==> src/rtl/turn_sequencer_if.sv <==
// turn_sequencer_if: request/status bundle between a crossroad controller
// (master) and the turn sequencer (slave). Clock and reset are carried
// separately as plain ports on the sequencer.
interface turn_sequencer_if;
  logic       tick_ms;
  logic       req;
  logic [1:0] dir;
  logic       abort;
  logic       busy;
  logic       done;
  logic [1:0] phase;
  logic [3:0] moving_state;
  logic       turn_left_light;
  logic       turn_right_light;

  modport master (
    output tick_ms, req, dir, abort,
    input  busy, done, phase, moving_state, turn_left_light, turn_right_light
  );

  modport slave (
    input  tick_ms, req, dir, abort,
    output busy, done, phase, moving_state, turn_left_light, turn_right_light
  );
endinterface

==> src/rtl/turn_sequencer.sv <==
// turn_sequencer: timed executor for crossroad turn manoeuvres.
// IDLE -> TURN (LIMIT ms ticks) -> COOL (COOL_MS forward ticks) -> DONE (1 cycle) -> IDLE.
// abort returns to IDLE from any phase without a done pulse.
// Optional feature macro: TURN_BLINK_EN -- when defined the active indicator
// blinks with a BLINK_MS half-period during TURN; otherwise it is steady.
module turn_sequencer #(
  parameter int unsigned TURN_MS  = 900,
  parameter int unsigned UTURN_MS = 1800,
  parameter int unsigned COOL_MS  = 600,
  parameter int unsigned BLINK_MS = 250,
  parameter int unsigned CNT_W    = 11
) (
  input  logic             sys_clk,
  input  logic             rst,
  turn_sequencer_if.slave  bus
);

  typedef enum logic [1:0] {
    S_IDLE = 2'b00,
    S_TURN = 2'b01,
    S_COOL = 2'b10,
    S_DONE = 2'b11
  } state_t;

  localparam logic [3:0] MS_STOP  = 4'b0000;
  localparam logic [3:0] MS_FWD   = 4'b0001;
  localparam logic [3:0] MS_LEFT  = 4'b0100;
  localparam logic [3:0] MS_RIGHT = 4'b1000;

  localparam logic [1:0] DIR_LEFT  = 2'b01;
  localparam logic [1:0] DIR_UTURN = 2'b11;

  localparam logic [CNT_W-1:0] TURN_LAST  = CNT_W'(TURN_MS - 1);
  localparam logic [CNT_W-1:0] UTURN_LAST = CNT_W'(UTURN_MS - 1);
  localparam logic [CNT_W-1:0] COOL_LAST  = CNT_W'((COOL_MS == 0) ? 0 : COOL_MS - 1);

  localparam int unsigned MAX_A   = (TURN_MS > UTURN_MS) ? TURN_MS : UTURN_MS;
  localparam int unsigned MAX_B   = (COOL_MS > BLINK_MS) ? COOL_MS : BLINK_MS;
  localparam int unsigned MAX_LIM = (MAX_A > MAX_B) ? MAX_A : MAX_B;

  // Refuse to elaborate if the tick counter cannot reach the largest limit.
  if (((MAX_LIM - 1) >> CNT_W) != 0) begin : g_cnt_w_too_small
    $error("turn_sequencer: CNT_W too small for configured limits");
  end

  state_t           r_state;
  logic [CNT_W-1:0] r_cnt;
  logic [1:0]       r_dir;
  logic [3:0]       r_moving;
  logic             r_busy;
  logic             r_done;
  logic             r_left;
  logic             r_right;
`ifdef TURN_BLINK_EN
  localparam logic [CNT_W-1:0] BLINK_LAST = CNT_W'(BLINK_MS - 1);
  logic [CNT_W-1:0] r_blink_cnt;
`endif

  logic w_accept;
  logic w_turn_last;

  // Request acceptance and end-of-turn detection for the latched direction.
  always_comb begin
    w_accept    = bus.req && (bus.dir != 2'b00);
    w_turn_last = (r_cnt == ((r_dir == DIR_UTURN) ? UTURN_LAST : TURN_LAST));
  end

  // Phase FSM with all outputs registered alongside the state.
  always_ff @(posedge sys_clk or posedge rst) begin
    if (rst) begin
      r_state  <= S_IDLE;
      r_cnt    <= '0;
      r_dir    <= '0;
      r_moving <= MS_STOP;
      r_busy   <= 1'b0;
      r_done   <= 1'b0;
      r_left   <= 1'b0;
      r_right  <= 1'b0;
`ifdef TURN_BLINK_EN
      r_blink_cnt <= '0;
`endif
    end else begin
      r_done <= 1'b0;
      if (bus.abort) begin
        r_state  <= S_IDLE;
        r_cnt    <= '0;
        r_moving <= MS_STOP;
        r_busy   <= 1'b0;
        r_left   <= 1'b0;
        r_right  <= 1'b0;
      end else begin
        case (r_state)
          S_IDLE: begin
            r_moving <= MS_STOP;
            if (w_accept) begin
              r_state  <= S_TURN;
              r_dir    <= bus.dir;
              r_cnt    <= '0;
              r_busy   <= 1'b1;
              r_moving <= (bus.dir == DIR_LEFT) ? MS_LEFT : MS_RIGHT;
              r_left   <= (bus.dir == DIR_LEFT);
              r_right  <= (bus.dir != DIR_LEFT);
`ifdef TURN_BLINK_EN
              r_blink_cnt <= '0;
`endif
            end
          end

          S_TURN: begin
            if (bus.tick_ms) begin
              if (w_turn_last) begin
                r_cnt    <= '0;
                r_moving <= MS_FWD;
                r_left   <= 1'b0;
                r_right  <= 1'b0;
                if (COOL_MS == 0) begin
                  r_state <= S_DONE;
                  r_busy  <= 1'b0;
                  r_done  <= 1'b1;
                end else begin
                  r_state <= S_COOL;
                end
              end else begin
                r_cnt <= r_cnt + CNT_W'(1);
`ifdef TURN_BLINK_EN
                // Only the indicator matching the latched direction toggles.
                if (r_blink_cnt == BLINK_LAST) begin
                  r_blink_cnt <= '0;
                  r_left      <= r_left  ^ (r_dir == DIR_LEFT);
                  r_right     <= r_right ^ (r_dir != DIR_LEFT);
                end else begin
                  r_blink_cnt <= r_blink_cnt + CNT_W'(1);
                end
`endif
              end
            end
          end

          S_COOL: begin
            if (bus.tick_ms) begin
              if (r_cnt == COOL_LAST) begin
                r_state <= S_DONE;
                r_cnt   <= '0;
                r_busy  <= 1'b0;
                r_done  <= 1'b1;
              end else begin
                r_cnt <= r_cnt + CNT_W'(1);
              end
            end
          end

          S_DONE: begin
            r_state  <= S_IDLE;
            r_cnt    <= '0;
            r_moving <= MS_STOP;
          end

          default: begin
            r_state  <= S_IDLE;
            r_cnt    <= '0;
            r_moving <= MS_STOP;
            r_busy   <= 1'b0;
            r_left   <= 1'b0;
            r_right  <= 1'b0;
          end
        endcase
      end
    end
  end

  assign bus.phase            = r_state;
  assign bus.busy             = r_busy;
  assign bus.done             = r_done;
  assign bus.moving_state     = r_moving;
  assign bus.turn_left_light  = r_left;
  assign bus.turn_right_light = r_right;

endmodule

==> src/flat_wrapper.sv <==
// flat-port wrapper written by rule: the top's interface ports become plain ports
module turn_sequencer_flat 
#(
  parameter int unsigned TURN_MS  = 900,
  parameter int unsigned UTURN_MS = 1800,
  parameter int unsigned COOL_MS  = 600,
  parameter int unsigned BLINK_MS = 250,
  parameter int unsigned CNT_W    = 11
)
  (sys_clk, rst, bus_tick_ms, bus_req, bus_dir, bus_abort, bus_busy, bus_done, bus_phase, bus_moving_state, bus_turn_left_light, bus_turn_right_light);
  turn_sequencer_if bus_i ();
  input  logic sys_clk;
  input  logic rst;
  input wire logic [$bits(bus_i.tick_ms)-1:0] bus_tick_ms;
  input wire logic [$bits(bus_i.req)-1:0] bus_req;
  input wire logic [$bits(bus_i.dir)-1:0] bus_dir;
  input wire logic [$bits(bus_i.abort)-1:0] bus_abort;
  output wire logic [$bits(bus_i.busy)-1:0] bus_busy;
  output wire logic [$bits(bus_i.done)-1:0] bus_done;
  output wire logic [$bits(bus_i.phase)-1:0] bus_phase;
  output wire logic [$bits(bus_i.moving_state)-1:0] bus_moving_state;
  output wire logic [$bits(bus_i.turn_left_light)-1:0] bus_turn_left_light;
  output wire logic [$bits(bus_i.turn_right_light)-1:0] bus_turn_right_light;
  assign bus_i.tick_ms = bus_tick_ms;
  assign bus_i.req = bus_req;
  assign bus_i.dir = bus_dir;
  assign bus_i.abort = bus_abort;
  assign bus_busy = bus_i.busy;
  assign bus_done = bus_i.done;
  assign bus_phase = bus_i.phase;
  assign bus_moving_state = bus_i.moving_state;
  assign bus_turn_left_light = bus_i.turn_left_light;
  assign bus_turn_right_light = bus_i.turn_right_light;
  turn_sequencer #(.TURN_MS(TURN_MS), .UTURN_MS(UTURN_MS), .COOL_MS(COOL_MS), .BLINK_MS(BLINK_MS), .CNT_W(CNT_W)) u_core (.sys_clk(sys_clk), .rst(rst), .bus(bus_i));
endmodule
==> config.mk <==
export PLATFORM = sky130hd
export DESIGN_NAME = turn_sequencer_flat
export DESIGN_NICKNAME = d
export VERILOG_FILES = /design/src/rtl/turn_sequencer_if.sv /design/src/rtl/turn_sequencer.sv /design/src/flat_wrapper.sv
export SDC_FILE = /design/constraint.sdc
export NUM_CORES = 1
export LEC_CHECK = 0
export ABC_AREA = 0
export BUFFER_PORTS_ARGS = -buffer_cell sky130_fd_sc_hd__buf_2
export CAP_MARGIN = 20
export CORE_MARGIN = 5
export CORE_UTILIZATION = 60
export CTS_CLUSTER_SIZE = 24
export DETAILED_ROUTE_END_ITERATION = 12
export GPL_TIMING_DRIVEN = 0
export PLACE_DENSITY = 0.8
export SYNTH_ARGS = -nofsm -noshare
export SYNTH_HDL_FRONTEND = slang
export SYNTH_SLANG_ARGS = --single-unit
==> constraint.sdc <==
create_clock -name sys_clk -period 2.9 [get_ports sys_clk]
set_input_delay 0.29 -clock sys_clk [delete_from_list [all_inputs] [get_ports sys_clk]]
set_output_delay 0.29 -clock sys_clk [all_outputs]
set_load 0.02 [all_outputs]
==> results.tsv, run 1 <==
stage	metric	value	unit
floorplanning	Die Wd	58.76	microns
logic_synthesis	main combinational cell family by area after synthesis	simple AND/OR/NAND/NOR gates	
pwr	total power	0.9823	mW
critical_path	CP delay by family, top	compound AO/OA/AOI/OAI gates	
drt	DRC viols	0	
logic_synthesis	prevailing post-synth register cell	dfrtp_1	
logic_synthesis	Post-Syn Area	0.001426	sq mm
critical_path	critical-path cell with the highest stage delay	o32ai_2	
floorplanning	Die Height	58.76	microns
logic_synthesis	Synth Area in Adders	6.140	%
hold_path	Hold WC Path Type	in -> async	
drt	WL/cell	14.86	microns
finish	# diodes	0	
drt	via count	1260	
timing	RSZ-0062 raised after global routing	no	
place	I/O Buffers	15	
logic_synthesis	Syn Area/Cell	9.028	sq um
timing	Tmin final	2342	ps
pwr	PD cells	624.6	mW/mm^2
timing	Final setup viols	0	
clock_network	H-tree levels	1	
clock_network	clock slew at the register clock pins of the worst setup and hold paths	120	ps
clock_network	Clock Tree Buf Depth	2	
grt	met3 usage	3.728	%
logic_synthesis	synth top area cells	dfrtp_1 39%, nand2_1 7.9%, o21ai_0 6.7%, ha_1 6.1%, nor4_4 3.0%	
logic_synthesis	Synth warnings	0	
critical_path	Critical Path RT	3100	ps
grt	largest net degree at the start of global routing	23	
grt	first-pass GRT wire length	5313	microns
timing	final worst slack	557.7	ps
timing	Slew @ Worst Pin	860.3	ps
drt	first-pass iteration count of the detailed router	4	
critical_path	critical path class	reg -> reg	
floorplanning	Core ar.	0.002233	sq mm
timing	Fmax	426.9	MHz
drt	drt initial violations	34	
timing	TNS Setup	0	ps
logic_synthesis	mux share of post-synthesis cell area	3.509	%
place	post-DP HPWL	2252	microns
logic_synthesis	Post-synth EDFFs	0	
pwr	VDD IR-drop max	382.4	uV
logic_synthesis	post-synthesis sequential area ratio	38.60	%
grt	total track usage	19.60	%
floorplanning	I/O pins	17	
critical_path	CP Capture Type	register	
grt	total global routing overflow	0	
drt	Vias/cell	6.146	
logic_synthesis	Cell variety after synth	52	
finish	# fillers	180	
drt	antenna-violating nets left	0	
critical_path	Max stage delay on crit path	470	ps
clock_network	number of CTS-inserted buffers	3	
finish	Util after Layout	70.42	%
grt	GR peak layer	met2	
pwr	Lkg Pwr	0.6985	nW
drt	DRT Wirelength	3047	microns
floorplanning	row count	17	
critical_path	maximum fanout along the worst path	10	
logic_synthesis	ys async rst share	100.0	%
logic_synthesis	top cell type's share of synthesized area	38.60	%
grt	initial antenna violation count	0	
critical_path	critical-path cell list	inv_1 -> ha_1 -> nor2_1 -> o32ai_2 -> clkbuf_1 -> nor3_1 -> o21ai_0 -> o211ai_1	
clock_network	worst-skew pair later-pin latency	310	ps
logic_synthesis	top cell type by total area after synthesis	dfrtp_1	
clock_network	CTS root buffer	clkbuf_4	
grt	M1 GR Usage	23.77	%
logic_synthesis	compound-gate portion of the synthesized area	18.60	%
finish	synth-to-layout area growth	10.26	%
place	GPL Wtd Cong	0.9251	
grt	grt met2 use	33.60	%
clock_network	postcts setup bufs	0	
timing	period utilisation layout	80.77	%
timing	relative slew slack	42.58	%
clock_network	CTS tree	built	
status	outcome	complete, no violations	
clock_network	PostCTS Resize Cnt	0	
critical_path	CP Launch Type	register	
clock_network	CTS Hold Bufs	0	
finish	share of layout cells above drive strength 1	19.77	%
logic_synthesis	most frequent cells after synthesis	30 x nand2_1, 22 x dfrtp_1, 19 x o21ai_0	
grt	vias in the first global route	1202	
critical_path	CP arrival	2540	ps
logic_synthesis	Mapped Cells	158	
timing	Hold Vio Cnt, Final	0	
logic_synthesis	XOR/XNOR Fraction of Synth Area	0	%
timing	max-slew violation count	0	
timing	clock skew	2.617	ps
logic_synthesis	Net Count, Synth	172	
finish	Nets	192	
logic_synthesis	simple-gate share of the synthesized area	29.30	%
floorplanning	Starting Density	63.87	%
place	post-placement setup slack	610.1	ps
critical_path	CP Buf/Inv Count	2	
job	Max Cap Violations	0	
clock_network	CTS sink cnt	22	
floorplanning	Die ar.	0.003452	sq mm
logic_synthesis	most common cell in the netlist	nand2_1	
logic_synthesis	FF+latch count, synth	22	
==> per-layer routing <==
metal / vias up / share of wire [%]
li1: 610 / -
met1: 598 / 42
met5: - / 0
met3: 6 / 5.5
met4: 0 / 1.6
met2: 46 / 51
==> worst register-to-register path: cells and delay by family (launching register included) <==
kind | cells | cell delay (ps)
adder cells (fa/ha/maj) | 1 | 340
AO/OA/AOI/OAI | 3 | 660
AND/OR/NAND/NOR | 2 | 210
flip-flops | 1 | 450
buffers and inverters | 2 | 550
==> registers in the layout (all words and copies together) (netlist names) <==
| signal | flops |
|---|---|
| u_core.bus.busy | 1 |
| u_core.bus.done | 1 |
| u_core.bus.moving_state | 3 |
| u_core.bus.phase | 2 |
| u_core.bus.turn_left_light | 1 |
| u_core.bus.turn_right_light | 1 |
| u_core.r_cnt | 11 |
| u_core.r_dir | 2 |
==> power by group <==
group	total, mW	internal, mW	switching [mW]
clock network	0.173	0.0768	0.0959
logic	0.419	0.158	0.261
registers	0.391	0.355	0.0354
==> cell families after synthesis <==
family,after synthesis
AOI/OAI and AO/OA,42
adders and majority gates,7
buffers and inverters,10
DFF,22
muxes,4
other,1
and+or+nand+nor,72
==> final timing paths <==
path | start | endpoint | slack (ps) | cells after the start
min in group sys_clk | bus_dir[1] | u_core.bus.moving_state[3] | 220 | 3
worst max register to register | u_core.bus.phase[1] | u_core.r_cnt[4] | 560 | 8
worst max-delay path | u_core.bus.phase[1] | u_core.r_cnt[4] | 560 | 8
worst min-delay path | rst | u_core.r_cnt[7] | 130 | 2
worst min register to register | u_core.r_dir[1] | u_core.r_dir[1] | 490 | 2
max in group asynchronous | rst | u_core.bus.turn_left_light | 2240 | 2
==> layout make-up <==
class / count / area, sq um / share of cell area, %
flip-flops and latches: 22 / 550.5 / 35.00
repair buffers: 15 / 75.07 / 4.773
inverters: 5 / 18.77 / 1.193
multi-input cells: 126 / 824.5 / 52.43
well taps: 28 / 35.03 / 2.228
clock buffers: 4 / 36.28 / 2.307
plain buffers: 5 / 32.53 / 2.068
==> cell usage in the layout (no fill, tap or decap), types with 2 or more instances in the layout <==
cell type | Yosys | routed
nor3_1 | 4 | 4
ha_1 | 7 | 7
nor2_1 | 7 | 7
nand3_1 | 3 | 3
buf_2 | 1 | 16
o21ai_1 | 2 | 2
o22ai_1 | 2 | 2
o211ai_1 | 4 | 4
a21oi_1 | 4 | 4
o21ai_0 | 19 | 19
and3_1 | 2 | 2
or4_1 | 2 | 2
nor4_4 | 2 | 2
dfrtp_1 | 22 | 22
and2_1 | 2 | 2
inv_1 | 5 | 5
clkbuf_4 | 0 | 3
nand2_1 | 30 | 30
nor2b_1 | 2 | 2
o21bai_1 | 2 | 2
nor4_1 | 2 | 2
nand2b_1 | 2 | 2
nand4_1 | 2 | 2
==> per-stage QoR <==
| step | hold slack (ps) | std cells | instance area [sq um] |
|---|---|---|---|
| 2_1_floorplan | 279.2 | 158 | 1426 |
| 3_3_place_gp | 458.8 | 201 | 1536 |
| 3_5_place_dp | 466.2 | 201 | 1536 |
| 4_1_cts | 147.4 | 205 | 1573 |
| 5_1_grt | 192.6 | 205 | 1573 |
| 6_report | 130.0 | 205 | 1573 |
No activity file was read; power rests on OpenSTA's default activity.
==> run 2: changes to the inputs <==
CORE_UTILIZATION = 57   (was 60)
PLACE_DENSITY = 0.76   (was 0.8)
clock period = 2.35 ns   (was 2.9 ns; I/O delays follow)
==> results.tsv, run 2 (synthesis gave the netlist of run 1 again) <==
stage	metric	value	unit	change
finish	max reg flops	11		unchanged
timing	RSZ-0062 raised after global routing	no		
finish	# diodes	0		unchanged
critical_path	CP arrival	2370	ps	-170 ps
critical_path	cell count of the worst reg-to-reg path	7		-1
drt	first-pass iteration count of the detailed router	4		unchanged
timing	relative slew slack	44.80	%	+2.2 points
drt	Vias/cell	6.063		-1.4%
clock_network	CTS sink cnt	22		unchanged
finish	sequential cell area	550.5	sq um	unchanged
clock_network	postcts setup bufs	0		unchanged
grt	M1 GR Usage	20.78	%	-3.0 points
clock_network	CTS tree	built		
job	Max Cap Violations	0		unchanged
finish	Nets	192		unchanged
timing	Fmax	461.4	MHz	+8.1%
hold_path	Hold WC Path Type	in -> async		
drt	DRT Wirelength	2993	microns	-1.8%
clock_network	number of CTS-inserted buffers	3		unchanged
timing	Hold Vio Cnt, Final	0		unchanged
grt	first-pass GRT wire length	5161	microns	-2.9%
floorplanning	Die ar.	0.003603	sq mm	+4.4%
drt	drt initial violations	52		+53%
pwr	VDD IR-drop max	538.1	uV	+41%
place	post-DP HPWL	2294	microns	+1.9%
finish	# fillers	222		+23%
critical_path	maximum fanout along the worst path	8		-2
drt	DRC viols	0		unchanged
floorplanning	Die Wd	60.03	microns	+2.2%
clock_network	H-tree levels	1		unchanged
grt	largest net degree at the start of global routing	23		unchanged
clock_network	Clock Tree Buf Depth	2		unchanged
floorplanning	Core ar.	0.002432	sq mm	+8.9%
floorplanning	Die Height	60.03	microns	+2.2%
grt	total track usage	19.09	%	-0.50 points
place	GPL Wtd Cong	0.8916		-3.6%
clock_network	clock slew at the register clock pins of the worst setup and hold paths	120	ps	about the same
place	I/O Buffers	15		unchanged
grt	total global routing overflow	0		unchanged
timing	max-slew violation count	0		unchanged
pwr	total power	1.183	mW	+20%
drt	antenna-violating nets left	0		unchanged
timing	Slew @ Worst Pin	827.0	ps	-33.31 ps
floorplanning	Starting Density	58.64	%	-5.2 points
status	outcome	complete, no violations		
finish	synth-to-layout area growth	10.61	%	
finish	largest register by flop count	u_core.r_cnt		
finish	multi-input combinational cell area	839.6	sq um	+1.8%
timing	period utilisation layout	92.23	%	+11 points
floorplanning	I/O pins	17		unchanged
pwr	PD cells	749.7	mW/mm^2	+20%
finish	most common cell after layout, fill and taps aside	nand2_1		
drt	via count	1249		-0.87%
grt	GR peak layer	met2		
critical_path	critical path class	reg -> reg		
critical_path	Critical Path RT	2550	ps	-550 ps
critical_path	CP Capture Type	register		
clock_network	worst-skew pair later-pin latency	310	ps	about the same
finish	most frequent cells in the layout	30 x nand2_1, 22 x dfrtp_1, 19 x o21ai_0		
clock_network	CTS root buffer	clkbuf_4		
critical_path	CP Launch Type	register		
timing	clock skew	5.949	ps	+3.332 ps
timing	Final setup viols	0		unchanged
grt	initial antenna violation count	0		unchanged
grt	vias in the first global route	1188		-1.2%
timing	Tmin final	2167	ps	-174.9 ps
floorplanning	row count	18		+1
grt	grt met2 use	35.49	%	+1.9 points
timing	TNS Setup	0	ps	unchanged
finish	share of layout cells above drive strength 1	20.45	%	+0.68 points
drt	WL/cell	14.53	microns	-2.2%
pwr	Lkg Pwr	0.6949	nW	-0.50%
grt	met3 usage	3.456	%	-0.27 points
[run 2: metal layers]
layer / routed length (microns) / vias to the layer above
li1: - / 609
met1: 1239 / 610
met2: 1600 / 25
met3: 107 / 5
met4: 46 / 0
met5: 0 / -
[run 2: critical path, cell delays in order, from the launching register on]
cell	delay, ps
dfrtp_1	420
inv_1	110
ha_1	290
nor2_1	260
o32ai_4	150
or4_1	540
o311a_1	140
o21bai_1	150
[run 2: final cells by class]
type | instances | share of cell area [%]
flip-flops and latches | 22 | 34.89
well taps | 30 | 2.379
repair buffers | 15 | 4.758
inverters | 5 | 1.190
clock buffers | 3 | 1.427
plain buffers | 5 | 2.141
multi-input cells | 126 | 53.21
[run 2: repair_timing]
action | CTS | global route
hold buffers | 0 | 0
endpoints found under the setup margin | 0 | 8
resized for setup | 0 | 4
[run 2: path summary, 6_finish.rpt]
path,to,slack [ps],start
worst min register to register,u_core.r_dir[1],490,u_core.r_dir[1]
worst max-delay path,u_core.r_cnt[10],180,u_core.bus.phase[1]
min in group sys_clk,u_core.bus.moving_state[3],170,bus_dir[1]
worst max register to register,u_core.r_cnt[10],180,u_core.bus.phase[1]
worst min-delay path,u_core.r_cnt[8],60,rst
max in group asynchronous,u_core.bus.phase[0],1770,rst
[run 2: metrics by stage]
step                      hold WS (ps)  area, sq um  setup slack, ps  utilization (%)  instances
after floorplan                  224.2         1426            248.0                -        158
after global placement           427.6         1539            107.7            63.27        203
after detailed placement         443.3         1539            69.90            63.27        203
after CTS                        98.38         1562            32.63            64.20        206
after global routing             163.8         1578            1.079            64.87        206
final                            64.36         1578            182.6            64.87        206
[run 2: report_power, final]
group	internal (mW)	switching, mW
logic	0.202	0.328
registers	0.438	0.0418
clock network	0.0600	0.113
==> run 3: changes to the inputs <==
CAP_MARGIN = not set   (was 20)
CELL_PAD_IN_SITES_DETAIL_PLACEMENT = 1   (was not set)
CELL_PAD_IN_SITES_GLOBAL_PLACEMENT = 1   (was not set)
CORE_UTILIZATION = 30   (was 57)
PLACE_DENSITY = 0.55   (was 0.76)
==> results.tsv, run 3 (synthesis gave the netlist of run 1 again) <==
stage	metric	value	unit	change
status	outcome	complete, no violations		
grt	initial antenna violation count	0		unchanged
timing	relative slew slack	37.96	%	-6.8 points
critical_path	critical path class	reg -> reg		
finish	max reg flops	11		unchanged
drt	drt initial violations	22		-58%
clock_network	H-tree levels	1		unchanged
finish	most frequent cells in the layout	30 x nand2_1, 22 x dfrtp_1, 19 x o21ai_0		
clock_network	clock slew at the register clock pins of the worst setup and hold paths	90	ps	-30 ps
place	post-placement setup slack	-62.10	ps	-132.0 ps
clock_network	worst-skew pair later-pin latency	270	ps	-40 ps
drt	DRC viols	0		unchanged
timing	Tmin final	2146	ps	-21.54 ps
critical_path	CP arrival	2290	ps	-80 ps
grt	grt met2 use	23.85	%	-12 points
grt	vias in the first global route	1309		+10%
grt	met3 usage	1.814	%	-1.6 points
critical_path	cell count of the worst reg-to-reg path	7		unchanged
clock_network	CTS root buffer	clkbuf_8		
drt	WL/cell	15.88	microns	+9.3%
timing	clock skew	2.033	ps	-3.916 ps
grt	largest net degree at the start of global routing	23		unchanged
clock_network	CTS tree	built		
drt	via count	1242		-0.56%
place	post-DP HPWL	2785	microns	+21%
timing	period utilisation layout	91.32	%	-0.92 points
grt	total global routing overflow	0		unchanged
drt	first-pass iteration count of the detailed router	4		unchanged
floorplanning	Starting Density	30.60	%	-28 points
job	Max Cap Violations	0		unchanged
finish	largest register by flop count	u_core.r_cnt		
timing	Fmax	466.0	MHz	+1.0%
timing	max-slew violation count	0		unchanged
grt	total track usage	13.10	%	-6.0 points
pwr	total power	1.315	mW	+11%
finish	share of layout cells above drive strength 1	23.16	%	+2.7 points
pwr	Lkg Pwr	0.7096	nW	+2.1%
place	I/O Buffers	15		unchanged
finish	# diodes	0		unchanged
floorplanning	I/O pins	17		unchanged
finish	Nets	192		unchanged
hold_path	Hold WC Path Type	in -> async		
critical_path	maximum fanout along the worst path	7		-1
timing	RSZ-0062 raised after global routing	no		
clock_network	Clock Tree Buf Depth	2		unchanged
finish	synth-to-layout area growth	15.79	%	
drt	Vias/cell	5.377		-11%
drt	antenna-violating nets left	0		unchanged
clock_network	number of CTS-inserted buffers	3		unchanged
grt	M1 GR Usage	16.30	%	-4.5 points
critical_path	CP Capture Type	register		
pwr	PD cells	796.2	mW/mm^2	+6.2%
floorplanning	Die ar.	0.006234	sq mm	+73%
timing	final worst slack	204.1	ps	+21.54 ps
floorplanning	Core ar.	0.004661	sq mm	+92%
finish	most common cell after layout, fill and taps aside	nand2_1		
timing	Slew @ Worst Pin	929.5	ps	+102.5 ps
clock_network	CTS sink cnt	22		unchanged
critical_path	Critical Path RT	2490	ps	-60 ps
place	GPL Wtd Cong	0.7237		-19%
grt	GR peak layer	met2		
drt	DRT Wirelength	3668	microns	+23%
floorplanning	Die Wd	78.96	microns	+32%
timing	TNS Setup	0	ps	unchanged
floorplanning	Die Height	78.96	microns	+32%
pwr	VDD IR-drop max	210.5	uV	-61%
timing	Final setup viols	0		unchanged
critical_path	CP Launch Type	register		
timing	Hold Vio Cnt, Final	0		unchanged
floorplanning	row count	25		+7
grt	first-pass GRT wire length	6541	microns	+27%
-- run 3: cell type report --
cell class              count  area [sq um]
fillers                   554          3009
inverters                   5         18.77
repair buffers             15         75.07
multi-input cells         126         850.8
flip-flops and latches     22         550.5
well taps                  54         67.56
plain buffers               5         33.78
clock buffers               4         55.05
-- run 3: timing repair --
action | in CTS | in global routing
endpoints found under the setup margin | 2 | 10
resized for setup | 1 | 6
hold buffers | 0 | 0
setup buffers | 0 | 0
-- run 3: layer usage --
metal	part of all wire [%]	vias to the layer above
met4	0.41	0
met3	2.6	2
li1	-	606
met5	0	-
met2	51	13
met1	46	621
-- run 3: stage by stage --
step	std cells	hold slack, ps	util (%)	cell area [sq um]
floorplan	158	224.2	-	1426
global placement	227	462.4	33.66	1569
detailed placement	227	473.3	33.66	1569
CTS	231	203.5	34.87	1625
global route	231	223.4	35.44	1652
finish	231	160.3	35.44	1652
-- run 3: worst paths after layout --
path | start | to | slack (ps)
min reg2reg | u_core.r_dir[1] | u_core.r_dir[1] | 490
max reg2reg | u_core.bus.phase[0] | u_core.r_cnt[10] | 200
min in group sys_clk | bus_dir[0] | u_core.r_dir[0] | 220
min | rst | u_core.r_dir[1] | 160
max in group asynchronous | rst | u_core.r_cnt[5] | 1620
max | u_core.bus.phase[0] | u_core.r_cnt[10] | 200
-- run 3: critical path, cell delays in order, from the launching register on --
cell and delay, ps:
dfrtp_1 420, inv_1 120, ha_1 280, or2b_4 250
o32ai_4 110, or4_1 540, o311a_1 130, o21bai_1 160
-- run 3: power by group --
part           internal (mW)  switching (mW)  leakage (nW)
sequential             0.438          0.0433         0.298
combinational          0.212           0.336         0.382
clock                  0.150           0.136        0.0288
total                  0.800           0.515         0.710
